**src/rtl/keypad_entry_pkg.sv**
```systemverilog
// Shared definitions for the keypad entry front end.
// Latency: n/a (types, constants and pure helper functions only).
// Backpressure: n/a.
package keypad_entry_pkg;

  // Debounce FSM state encoding
  localparam logic [1:0] ST_IDLE     = 2'd0;
  localparam logic [1:0] ST_DEBOUNCE = 2'd1;
  localparam logic [1:0] ST_HELD     = 2'd2;
  localparam logic [1:0] ST_RELEASE  = 2'd3;

  // Largest legal seconds-tens digit; a shift that would exceed it is refused
  localparam logic [3:0] MAX_SEC_TENS = 4'd5;

  localparam int NUM_KEYS = 10;

  // Entry buffer, M:ST:SO, one BCD digit per field
  typedef struct packed {
    logic [3:0] min;
    logic [3:0] sec_tens;
    logic [3:0] sec_ones;
  } entry_t;

  // True when exactly one key bit is set
  function automatic logic is_onehot(input logic [NUM_KEYS-1:0] v);
    return (v != '0) && ((v & (v - 10'd1)) == '0);
  endfunction

  // One-hot key index to 4-bit binary; only meaningful for one-hot input
  function automatic logic [3:0] onehot_to_bcd(input logic [NUM_KEYS-1:0] v);
    logic [3:0] r;
    r = 4'd0;
    for (int i = 0; i < NUM_KEYS; i++) begin
      if (v[i]) r = 4'(i);
    end
    return r;
  endfunction

endpackage

```
**src/rtl/keypad_entry_if.sv**
```systemverilog
// Keypad-side and timer-side signals of the entry block bundled together.
// Latency: n/a (wiring only).
// Backpressure: none; pulses are single-cycle and cannot be stalled.
interface keypad_entry_if;
  import keypad_entry_pkg::*;

  logic [NUM_KEYS-1:0] key;
  logic                enable;
  logic                clr_entry;
  logic                digit_valid;
  logic [3:0]          digit;
  logic                reject;
  logic [3:0]          min_bcd;
  logic [3:0]          sec_tens_bcd;
  logic [3:0]          sec_ones_bcd;
  logic                entry_nonzero;

  // Environment side: drives the keypad and control, observes the entry
  modport master (
    output key, enable, clr_entry,
    input  digit_valid, digit, reject,
    input  min_bcd, sec_tens_bcd, sec_ones_bcd, entry_nonzero
  );

  // Entry block side
  modport slave (
    input  key, enable, clr_entry,
    output digit_valid, digit, reject,
    output min_bcd, sec_tens_bcd, sec_ones_bcd, entry_nonzero
  );

endinterface

```
**src/rtl/keypad_entry_key_debounce.sv**
```systemverilog
// Synchronise, debounce and encode the raw 10-key keypad into one press strobe per key.
// Latency: press strobe is asserted DEBOUNCE_CYCLES+2 edges after the key settles.
// Backpressure: none; the strobe is combinational and the consumer must take it that cycle.
module key_debounce
  import keypad_entry_pkg::*;
#(
  parameter int DEBOUNCE_CYCLES = 3,
  parameter int CNT_W           = 4
) (
  input  logic                clock,
  input  logic                clear,
  input  logic [NUM_KEYS-1:0] key,
  output logic                press,       // high for the cycle the FSM accepts a debounced key
  output logic [3:0]          press_code,  // encoded captured key, valid while press is high
  output logic [3:0]          digit        // registered code of the last debounced key
);

  localparam logic [CNT_W-1:0] CNT_MAX = CNT_W'(DEBOUNCE_CYCLES);
  localparam logic [CNT_W-1:0] CNT_ONE = CNT_W'(1);

  logic [NUM_KEYS-1:0] sync1_q, sync1_d;
  logic [NUM_KEYS-1:0] ks_q, ks_d;
  logic [NUM_KEYS-1:0] cap_q, cap_d;
  logic [1:0]          state_q, state_d;
  logic [CNT_W-1:0]    cnt_q, cnt_d;
  logic [3:0]          digit_q, digit_d;

  // The captured pattern is one-hot by construction, so it encodes directly
  assign press_code = onehot_to_bcd(cap_q);
  assign digit      = digit_q;

  // Two-stage synchroniser for the asynchronous keypad lines
  always_comb begin
    sync1_d = key;
    ks_d    = sync1_q;
  end

  // Debounce FSM: a pattern must hold for DEBOUNCE_CYCLES on press and on release
  always_comb begin
    state_d = state_q;
    cnt_d   = cnt_q;
    cap_d   = cap_q;
    digit_d = digit_q;
    press   = 1'b0;
    case (state_q)
      ST_IDLE: begin
        // Idle with nothing or a chord on the pad: wait for a clean single key
        if (is_onehot(ks_q)) begin
          cap_d   = ks_q;
          cnt_d   = CNT_ONE;
          state_d = ST_DEBOUNCE;
        end
      end
      ST_DEBOUNCE: begin
        if (ks_q != cap_q) begin
          // Bounce or chord change: abandon this attempt silently
          cnt_d   = '0;
          state_d = ST_IDLE;
        end else if (cnt_q == CNT_MAX) begin
          digit_d = press_code;
          press   = 1'b1;
          state_d = ST_HELD;
        end else begin
          cnt_d = cnt_q + CNT_ONE;
        end
      end
      ST_HELD: begin
        // No auto-repeat; extra keys added while held are ignored
        if (ks_q == '0) begin
          cnt_d   = CNT_ONE;
          state_d = ST_RELEASE;
        end
      end
      ST_RELEASE: begin
        if (ks_q != '0) begin
          state_d = ST_HELD;
        end else if (cnt_q == CNT_MAX) begin
          state_d = ST_IDLE;
        end else begin
          cnt_d = cnt_q + CNT_ONE;
        end
      end
      default: begin
        cnt_d   = '0;
        state_d = ST_IDLE;
      end
    endcase
  end

  // State, counter, synchroniser and digit registers
  always_ff @(posedge clock or posedge clear) begin
    if (clear) begin
      sync1_q <= '0;
      ks_q    <= '0;
      cap_q   <= '0;
      state_q <= ST_IDLE;
      cnt_q   <= '0;
      digit_q <= 4'd0;
    end else begin
      sync1_q <= sync1_d;
      ks_q    <= ks_d;
      cap_q   <= cap_d;
      state_q <= state_d;
      cnt_q   <= cnt_d;
      digit_q <= digit_d;
    end
  end

endmodule

```
**src/rtl/keypad_entry.sv**
```systemverilog
// Keypad front end: debounced digits shifted into the M:ST:SO entry buffer for the timer.
// Latency: digit_valid/reject and the buffer update land DEBOUNCE_CYCLES+3 edges after a stable key.
// Backpressure: none; each press yields exactly one single-cycle pulse, buffer frozen when enable is low.
module keypad_entry
  import keypad_entry_pkg::*;
#(
  parameter int DEBOUNCE_CYCLES = 3,
  parameter int CNT_W           = 4
) (
  input  logic           clock,
  input  logic           clear,
  keypad_entry_if.slave  bus
);

  logic       press;
  logic [3:0] press_code;
  logic [3:0] digit;
  logic       accept;

  entry_t entry_q, entry_d;
  logic   digit_valid_q, digit_valid_d;
  logic   reject_q, reject_d;

  key_debounce #(
    .DEBOUNCE_CYCLES (DEBOUNCE_CYCLES),
    .CNT_W           (CNT_W)
  ) u_key_debounce (
    .clock      (clock),
    .clear      (clear),
    .key        (bus.key),
    .press      (press),
    .press_code (press_code),
    .digit      (digit)
  );

  // A shift moves sec_ones into sec_tens, which must stay a valid seconds-tens digit
  assign accept = (entry_q.sec_ones <= MAX_SEC_TENS);

  // Range check, pulse generation and shift buffer next state
  always_comb begin
    entry_d       = entry_q;
    digit_valid_d = press & accept;
    reject_d      = press & ~accept;
    if (bus.clr_entry) begin
      // Clear beats a shift in the same cycle; the pulse itself is unaffected
      entry_d = '0;
    end else if (press && accept && bus.enable) begin
      // Oldest digit (minutes) falls off the top
      entry_d.min      = entry_q.sec_tens;
      entry_d.sec_tens = entry_q.sec_ones;
      entry_d.sec_ones = press_code;
    end
  end

  // Buffer and pulse registers
  always_ff @(posedge clock or posedge clear) begin
    if (clear) begin
      entry_q       <= '0;
      digit_valid_q <= 1'b0;
      reject_q      <= 1'b0;
    end else begin
      entry_q       <= entry_d;
      digit_valid_q <= digit_valid_d;
      reject_q      <= reject_d;
    end
  end

  assign bus.digit_valid   = digit_valid_q;
  assign bus.reject        = reject_q;
  assign bus.digit         = digit;
  assign bus.min_bcd       = entry_q.min;
  assign bus.sec_tens_bcd  = entry_q.sec_tens;
  assign bus.sec_ones_bcd  = entry_q.sec_ones;
  assign bus.entry_nonzero = (entry_q != '0);

endmodule

```
**src/flat_wrapper.sv**
```systemverilog
// flat-port wrapper written by rule: the top's interface ports become plain ports
module keypad_entry_flat import keypad_entry_pkg::*;
#(
  parameter int DEBOUNCE_CYCLES = 3,
  parameter int CNT_W           = 4
)
  (clock, clear, bus_key, bus_enable, bus_clr_entry, bus_digit_valid, bus_digit, bus_reject, bus_min_bcd, bus_sec_tens_bcd, bus_sec_ones_bcd, bus_entry_nonzero);
  keypad_entry_if bus_i ();
  input  logic clock;
  input  logic clear;
  input wire logic [$bits(bus_i.key)-1:0] bus_key;
  input wire logic [$bits(bus_i.enable)-1:0] bus_enable;
  input wire logic [$bits(bus_i.clr_entry)-1:0] bus_clr_entry;
  output wire logic [$bits(bus_i.digit_valid)-1:0] bus_digit_valid;
  output wire logic [$bits(bus_i.digit)-1:0] bus_digit;
  output wire logic [$bits(bus_i.reject)-1:0] bus_reject;
  output wire logic [$bits(bus_i.min_bcd)-1:0] bus_min_bcd;
  output wire logic [$bits(bus_i.sec_tens_bcd)-1:0] bus_sec_tens_bcd;
  output wire logic [$bits(bus_i.sec_ones_bcd)-1:0] bus_sec_ones_bcd;
  output wire logic [$bits(bus_i.entry_nonzero)-1:0] bus_entry_nonzero;
  assign bus_i.key = bus_key;
  assign bus_i.enable = bus_enable;
  assign bus_i.clr_entry = bus_clr_entry;
  assign bus_digit_valid = bus_i.digit_valid;
  assign bus_digit = bus_i.digit;
  assign bus_reject = bus_i.reject;
  assign bus_min_bcd = bus_i.min_bcd;
  assign bus_sec_tens_bcd = bus_i.sec_tens_bcd;
  assign bus_sec_ones_bcd = bus_i.sec_ones_bcd;
  assign bus_entry_nonzero = bus_i.entry_nonzero;
  keypad_entry #(.DEBOUNCE_CYCLES(DEBOUNCE_CYCLES), .CNT_W(CNT_W)) u_core (.clock(clock), .clear(clear), .bus(bus_i));
endmodule
```
**config.mk**
```make
export PLATFORM = sky130hd
export DESIGN_NAME = keypad_entry_flat
export DESIGN_NICKNAME = d
export VERILOG_FILES = /design/src/rtl/keypad_entry_pkg.sv /design/src/rtl/keypad_entry_if.sv /design/src/rtl/keypad_entry_key_debounce.sv /design/src/rtl/keypad_entry.sv /design/src/flat_wrapper.sv
export SDC_FILE = /design/constraint.sdc
export NUM_CORES = 1
export LEC_CHECK = 0
export ABC_AREA = 1
export BUFFER_PORTS_ARGS = -buffer_cell sky130_fd_sc_hd__buf_2
export CAP_MARGIN = 10
export CORE_MARGIN = 2
export CORE_UTILIZATION = 35
export CTS_CLUSTER_SIZE = 28
export DETAILED_ROUTE_END_ITERATION = 7
export PLACE_DENSITY = 0.61
export REMOVE_ABC_BUFFERS = 1
export SLEW_MARGIN = 20
export SYNTH_ARGS = -nofsm -noshare
export SYNTH_HDL_FRONTEND = slang
export SYNTH_SLANG_ARGS = --single-unit
```
**constraint.sdc**
```tcl
create_clock -name clock -period 1.7 [get_ports clock]
set_input_delay 0.085 -clock clock [delete_from_list [all_inputs] [get_ports clock]]
set_output_delay 0.085 -clock clock [all_outputs]
set_load 0.05 [all_outputs]
```
# [Word-level counts from Yosys, hierarchy flattened]
# Cells that the tools add are included.
[totals] register_bits=54 inputBits=14 elab_cells=69
[classes] n_addsub=2 magnitude_cmp=1 n_eq_ne=10 muxes=27 bitwise_logic=5 n_reduce_logical=13
[ops] operator="4-bit 2-to-1 mux" count=13
[ops] operator="12-bit 2-to-1 mux" count=2
[ops] operator="10-bit zero test" count=2
[ops] operator="4-bit case mux with 4 select lines" count=1
[ops] operator="2-bit 2-to-1 mux" count=6
[ops] operator="12-bit nonzero test" count=1
[ops] operator="10-bit AND" count=1
[ops] operator="10-bit inequality test" count=1
[ops] operator="10-bit nonzero test" count=1
[ops] operator="10-bit by 1-bit subtractor with 10-bit output (second input constant)" count=1
[ops] operator="2-bit case mux with 4 select lines" count=1
[ops] operator="2-bit inequality test (second input constant)" count=3
[ops] operator="3-bit inequality test (second input constant)" count=2
[ops] operator="3-bit AND reduction" count=2
[ops] operator="4-bit by 1-bit adder with 4-bit output (second input constant)" count=1
[ops] operator="2-bit == test (second input constant)" count=2
[ops] operator="4-bit by 2-bit == test with 1-bit output (second input constant)" count=1
[ops] operator="4-bit by 3-bit less-or-equal comparator with 1-bit output (second input constant)" count=1
[ops] operator="1-bit 2-to-1 mux" count=4
[ops] operator="4-bit AND reduction" count=1
[ops] operator="1-bit logical AND" count=3
[ops] operator="1-bit AND" count=2
[ops] operator="2-bit by 1-bit == test with 1-bit output (second input constant)" count=1
[ops] operator="2-bit zero test" count=1
[ops] operator="3 further kinds" count=4

# [Longest topological paths before layout]
[depth] ltp_word=11 mapped_depth=12 mapped_depth_nobuf=12

# [Modules after synthesis]
# A second synthesis with hierarchy kept.
[hier_totals] hier_cells=362 hier_area_um2=2753.9
[modules_own_cells] mod="key_debounce" instances=1 cells_each=270 area_per_inst_um2=2062.0 seq_area_each_um2=1001.0
[modules_own_cells] mod="keypad_entry" instances=1 cells_each=92 area_per_inst_um2=691.9 seq_area_each_um2=350.3

# [Worst setup path before layout]
# Ideal clock, no wire load.
[synth_timing] path_kind="register to register" startpoint="register u_core.entry_q, in the netlist u_core.bus.sec_ones_bcd[2]" endpoint="register u_core.entry_q, in the netlist u_core.bus.sec_tens_bcd[2]" setup_time_ns=0.068 t_arrival_ns=1.503 slack_ns=0.130 path_stages_with_launch=7 path_buffers=1 path_cell_list="dfrtp_1 > a21oi_1 > inv_1 > nor3_4 > buf_6 > nand4_1 > nand2_1"
[synth_via] elab_chain_len=4 word_cells_on_any_way=6
[synth_rtl] item="start, declared" line="keypad_entry.sv:20" source="entry_t entry_q, entry_d;"
[synth_rtl] item="start signal, assigned" line="keypad_entry.sv:62" source="entry_q <= entry_d;"
[synth_rtl] item="4-bit by 3-bit less-or-equal comparator with 1-bit output" line="keypad_entry.sv:37" source="assign accept = (entry_q.sec_ones <= MAX_SEC_TENS);"
[synth_rtl] item="1-bit logical AND (2 in a row)" line="keypad_entry.sv:47" source="end else if (press && accept && bus.enable) begin"
[synth_rtl] item="2-bit nonzero test (no line)"
# Parallel ways exist; a longest one is shown, timed or not. The select of a mux whose other input is x is not followed.
# A chain may end at the register's enable or synchronous reset.

# [Worst setup path after layout]
[layout_timing] startpoint="register u_core.u_key_debounce.ks_q[9]" endpoint="register u_core.entry_q, in the netlist u_core.bus.min_bcd[0]"
[layout_via] elab_chain_len=6
[layout_rtl] item="start, declared" line="keypad_entry_key_debounce.sv:22" source="logic [NUM_KEYS-1:0] ks_q, ks_d;"
[layout_rtl] item="start signal, assigned" line="keypad_entry_key_debounce.sv:101" source="ks_q <= ks_d;"
[layout_rtl] item="10-bit inequality test" line="keypad_entry_key_debounce.sv:55" source="if (ks_q != cap_q) begin"
[layout_rtl] item="1-bit 2-to-1 mux" line="keypad_entry_key_debounce.sv:55"
[layout_rtl] item="1-bit 2-to-1 mux" line="keypad_entry_key_debounce.sv:45" source="case (state_q)"
[layout_rtl] item="1-bit logical AND (2 in a row)" line="keypad_entry.sv:47"
[layout_rtl] item="2-bit nonzero test (no line)"
# Every way passes these cells.

==> reports/results.tsv <==
metric	value	unit
Post-route DRC	0	
ratio of final minimum period to clock period	104.6	%
#FFs+latches synth	54	
area grow syn2layout	33.74	%
total congestion overflow	0	
Tot GR Track Use	14.12	%
Worst R2R Path Depth	10	
Crit. path cell count	10	
Mapped Cells	305	
clk_lat worst skew	300	ps
Post-Route Utilization	47.90	%
Critical Path Fanout Max	5	
syn_area_per_cell	8.426	µm²
final worst path period need	1779	ps
Crit path top cell by count	nand2_1	
Crit path largest cell delay	430	ps
critical path endpoint	u_core.bus.min_bcd[0]	
status	finished, violations left	
Least-Margin Pin Slew	615.7	ps
post-synth cell types	33	
multiplexer area fraction after synthesis	0	%
num ports	33	
Hold Fails Final Rpt	0	
Reg-to-Reg Start	u_core.u_key_debounce.ks_q[9]	
PwrDens	798.0	nW/µm²
cell area after placement	2932	µm²
setup TNS	-793.6	ps
fmax	562.1	MHz
CORE AREA	7176	µm²
Cell Int Power	1.981	mW
top cell family by delay on the critical path	simple AND/OR/NAND/NOR gates	
Critical Path Source	u_core.u_key_debounce.ks_q[9]	
Comb pwr share	17.2	%
CTS Buffer Depth	2	
area leader, netlist	dfrtp_1	
Max Slew Vio Count	0	
Hold Crit Depth	3	
area of the mapped netlist	2570	µm²
largest net degree at the start of global routing	29	
1st-pass router iterations	4	
Hold Crit Class	input port to flop	
routed length per instance	11.97	µm
CTS Sinks	54	
Power, Total	2.743	mW
Starting DRT DRC Count	127	
crit path DAT	2030	ps
Critical Path End Type	flop	
post-synthesis sequential area ratio	52.58	%
antenna-violating nets left	0	
vias	2263	
die height	89.69	µm
GPL Wtd Cong	0.8551	
Post-Synth Adder-Cell Area	0.4869	%
die area	8044	µm²
Seq pwr share	51.8	%
asr flop ratio synth	100.0	%
max_slew headroom	58.90	%
Filler Cell Count	677	
CP Class	flop to flop	
clock power share	31.0	%
routed vias/inst	4.724	
Synth Area in Compound Gates	8.082	%
CP max-delay cell	dfrtp_1	
sw frac	27.79	%
xor/xnor share of the synthesized area	1.363	%
Worst Skew	11.24	ps
warnings from Yosys	0	
endpoints failing setup	25	
Die Wd	89.69	µm
Initial Utilization	35.82	%
H-tree lvl count	2	
ranking of synthesized cells by area	dfrtp_1, nand2_1, nand3_1	
EDFF count, synth	0	
PnR worst setup slack	-78.91	ps
CP startpoint kind	flop	
reg2reg end	u_core.bus.min_bcd[0]	
vias in the first global route	1983	
root buf cell	clkbuf_8	
Nets	394	
critical path, cell by cell	inv_2 > nor2_4 > nor2_2 > nand2_1 > nor2_1 > nand3_2 > nor3_4 > clkbuf_16 > nand4_1 > nand2_1	
final wirelength	5.733	mm
first-pass GRT wire length	8.825	mm
FF/Latch Area	1356	µm²
final instance area	3437	µm²
final hold slack	135.0	ps
Yosys top cell area share	52.58	%
# rows	31	
maximum vdd drop	579.0	µV
# diodes	0	
CTS Buf Count	5	
MaxCap Viol Count	0	
CTS tree	yes	
Main synth FF type	dfrtp_1	
r2r setup slk	-80	ps
failing checks	setup timing	
Synth Area in Simple Gates	30.04	%
RSZ-0062 raised after global routing	yes	
PortBufs	32	
area of the multi-input gates	1167	µm²
initial antenna violation count	0	
main combinational cell family by area after synthesis	simple AND/OR/NAND/NOR gates	
Crit path buffers/inverters	2	
share of layout cells above drive strength 1	34.21	%
P_leak	1.707	nW
Worst EP required	1950	ps
CTS clk-pin slew, worst paths	100	ps
Detailed Place HPWL	3.876	mm
sw power	762.1	µW
==> worst register-to-register path, delay by kind of cell (launching register included) <==
family | cells | cell delay (ps)
simple gates | 8 | 980
buf+inv | 2 | 310
flops | 1 | 430
==> worst min path at each step <==
stage / startpoint / end / slack [ps]
floorplan: bus_key[0] / u_core.u_key_debounce.ks_d[0] / 120
global placement: bus_key[7] / u_core.u_key_debounce.ks_d[7] / 190
detailed placement: bus_key[7] / u_core.u_key_debounce.ks_d[7] / 190
CTS: bus_enable / u_core.bus.min_bcd[1] / 130
global route: bus_enable / u_core.bus.sec_tens_bcd[1] / 160
finish: bus_enable / u_core.bus.min_bcd[1] / 140
==> cell type report <==
cell class,instances,area share [%]
clock inverter,3,1.165
inverter,35,3.822
tap,99,3.604
multi-input combinational,209,33.96
clock buffer,5,2.002
timing repair buffer,74,15.98
sequential,54,39.46
==> per-stage QoR <==
stage / std cells / worst slack (ps)
final: 479 / -78.91
after global routing: 479 / -173.1
after CTS: 462 / 11.30
after detailed placement: 443 / 33.13
after global placement: 443 / 49.13
after floorplan: 297 / -107.5
==> power groups by stage <==
stage | registers (mW) | logic [mW] | clock network [mW]
after floorplan | 1.42 | 0.264 | 0
after global placement | 1.44 | 0.370 | 0
after detailed placement | 1.44 | 0.373 | 0
after CTS | 1.41 | 0.395 | 0.864
after global routing | 1.43 | 0.532 | 0.919
final | 1.42 | 0.472 | 0.850
==> state kept, by name, indices dropped and copies added (netlist names) <==
name / count
u_core.u_key_debounce.cap_q: 10
u_core.u_key_debounce.ks_d: 10
u_core.u_key_debounce.ks_q: 10
u_core.bus.min_bcd: 4
u_core.bus.sec_ones_bcd: 4
u_core.bus.sec_tens_bcd: 4
u_core.u_key_debounce.cnt_q: 4
u_core.u_key_debounce.digit: 4
u_core.u_key_debounce.state_q: 2
u_core.bus.digit_valid: 1
u_core.bus.reject: 1
==> cell usage in the layout (no fill, tap or decap), types with 2 or more instances in the layout <==
| cell type | instances |
|---|---|
| a21oi_1 | 5 |
| a21oi_2 | 2 |
| a31oi_1 | 2 |
| buf_12 | 2 |
| buf_2 | 32 |
| buf_4 | 27 |
| clkbuf_8 | 5 |
| clkinv_2 | 2 |
| dfrtp_1 | 50 |
| dfrtp_2 | 4 |
| dlygate4sd3_1 | 11 |
| inv_1 | 29 |
| inv_2 | 6 |
| nand2_1 | 70 |
| nand2_2 | 13 |
| nand2_4 | 3 |
| nand3_1 | 20 |
| nand3_2 | 7 |
| nand4_1 | 14 |
| nor2_1 | 16 |
| nor2_2 | 8 |
| nor2_4 | 4 |
| nor3_1 | 4 |
| nor4_1 | 3 |
| o21ai_0 | 5 |
| o21ai_1 | 13 |
| o21ai_2 | 8 |
| xnor2_1 | 2 |
| xor2_1 | 2 |
==> what timing repair did <==
action / 4_1_cts / 5_1_grt
endpoints found under the hold margin: 37 / 0
hold buffers: 11 / 0
buffers inserted: 0 / 15
endpoints found under the setup margin: 0 / 30
gates resized for setup: 0 / 53
==> routing by layer <==
| metal | track usage [%] | vias to the layer above | part of all wire [%] |
|---|---|---|---|
| met1 | 18.52 | 1051 | 46 |
| met4 | 3.664 | 0 | 1.3 |
| met5 | 0 | - | 0 |
| met2 | 23.66 | 61 | 48 |
| li1 | - | 1143 | - |
| met3 | 3.199 | 8 | 4.2 |
==> cell usage after synthesis (4+ instances only) <==
cell type / count
inv_1: 33
o21ai_1: 9
nor2_1: 25
nand4_1: 14
dfrtp_1: 54
nor3_1: 4
a21oi_1: 6
nand3_1: 25
o21ai_0: 12
nand2_1: 83
o21ai_2: 5
==> logic make-up after synthesis <==
| logic type | after synthesis |
|---|---|
| simple gates | 167 |
| xor+xnor | 4 |
| fa+ha+maj | 1 |
| buf+inv | 43 |
| flops | 54 |
| compound gates | 36 |
(Power assumes the default switching activity.)
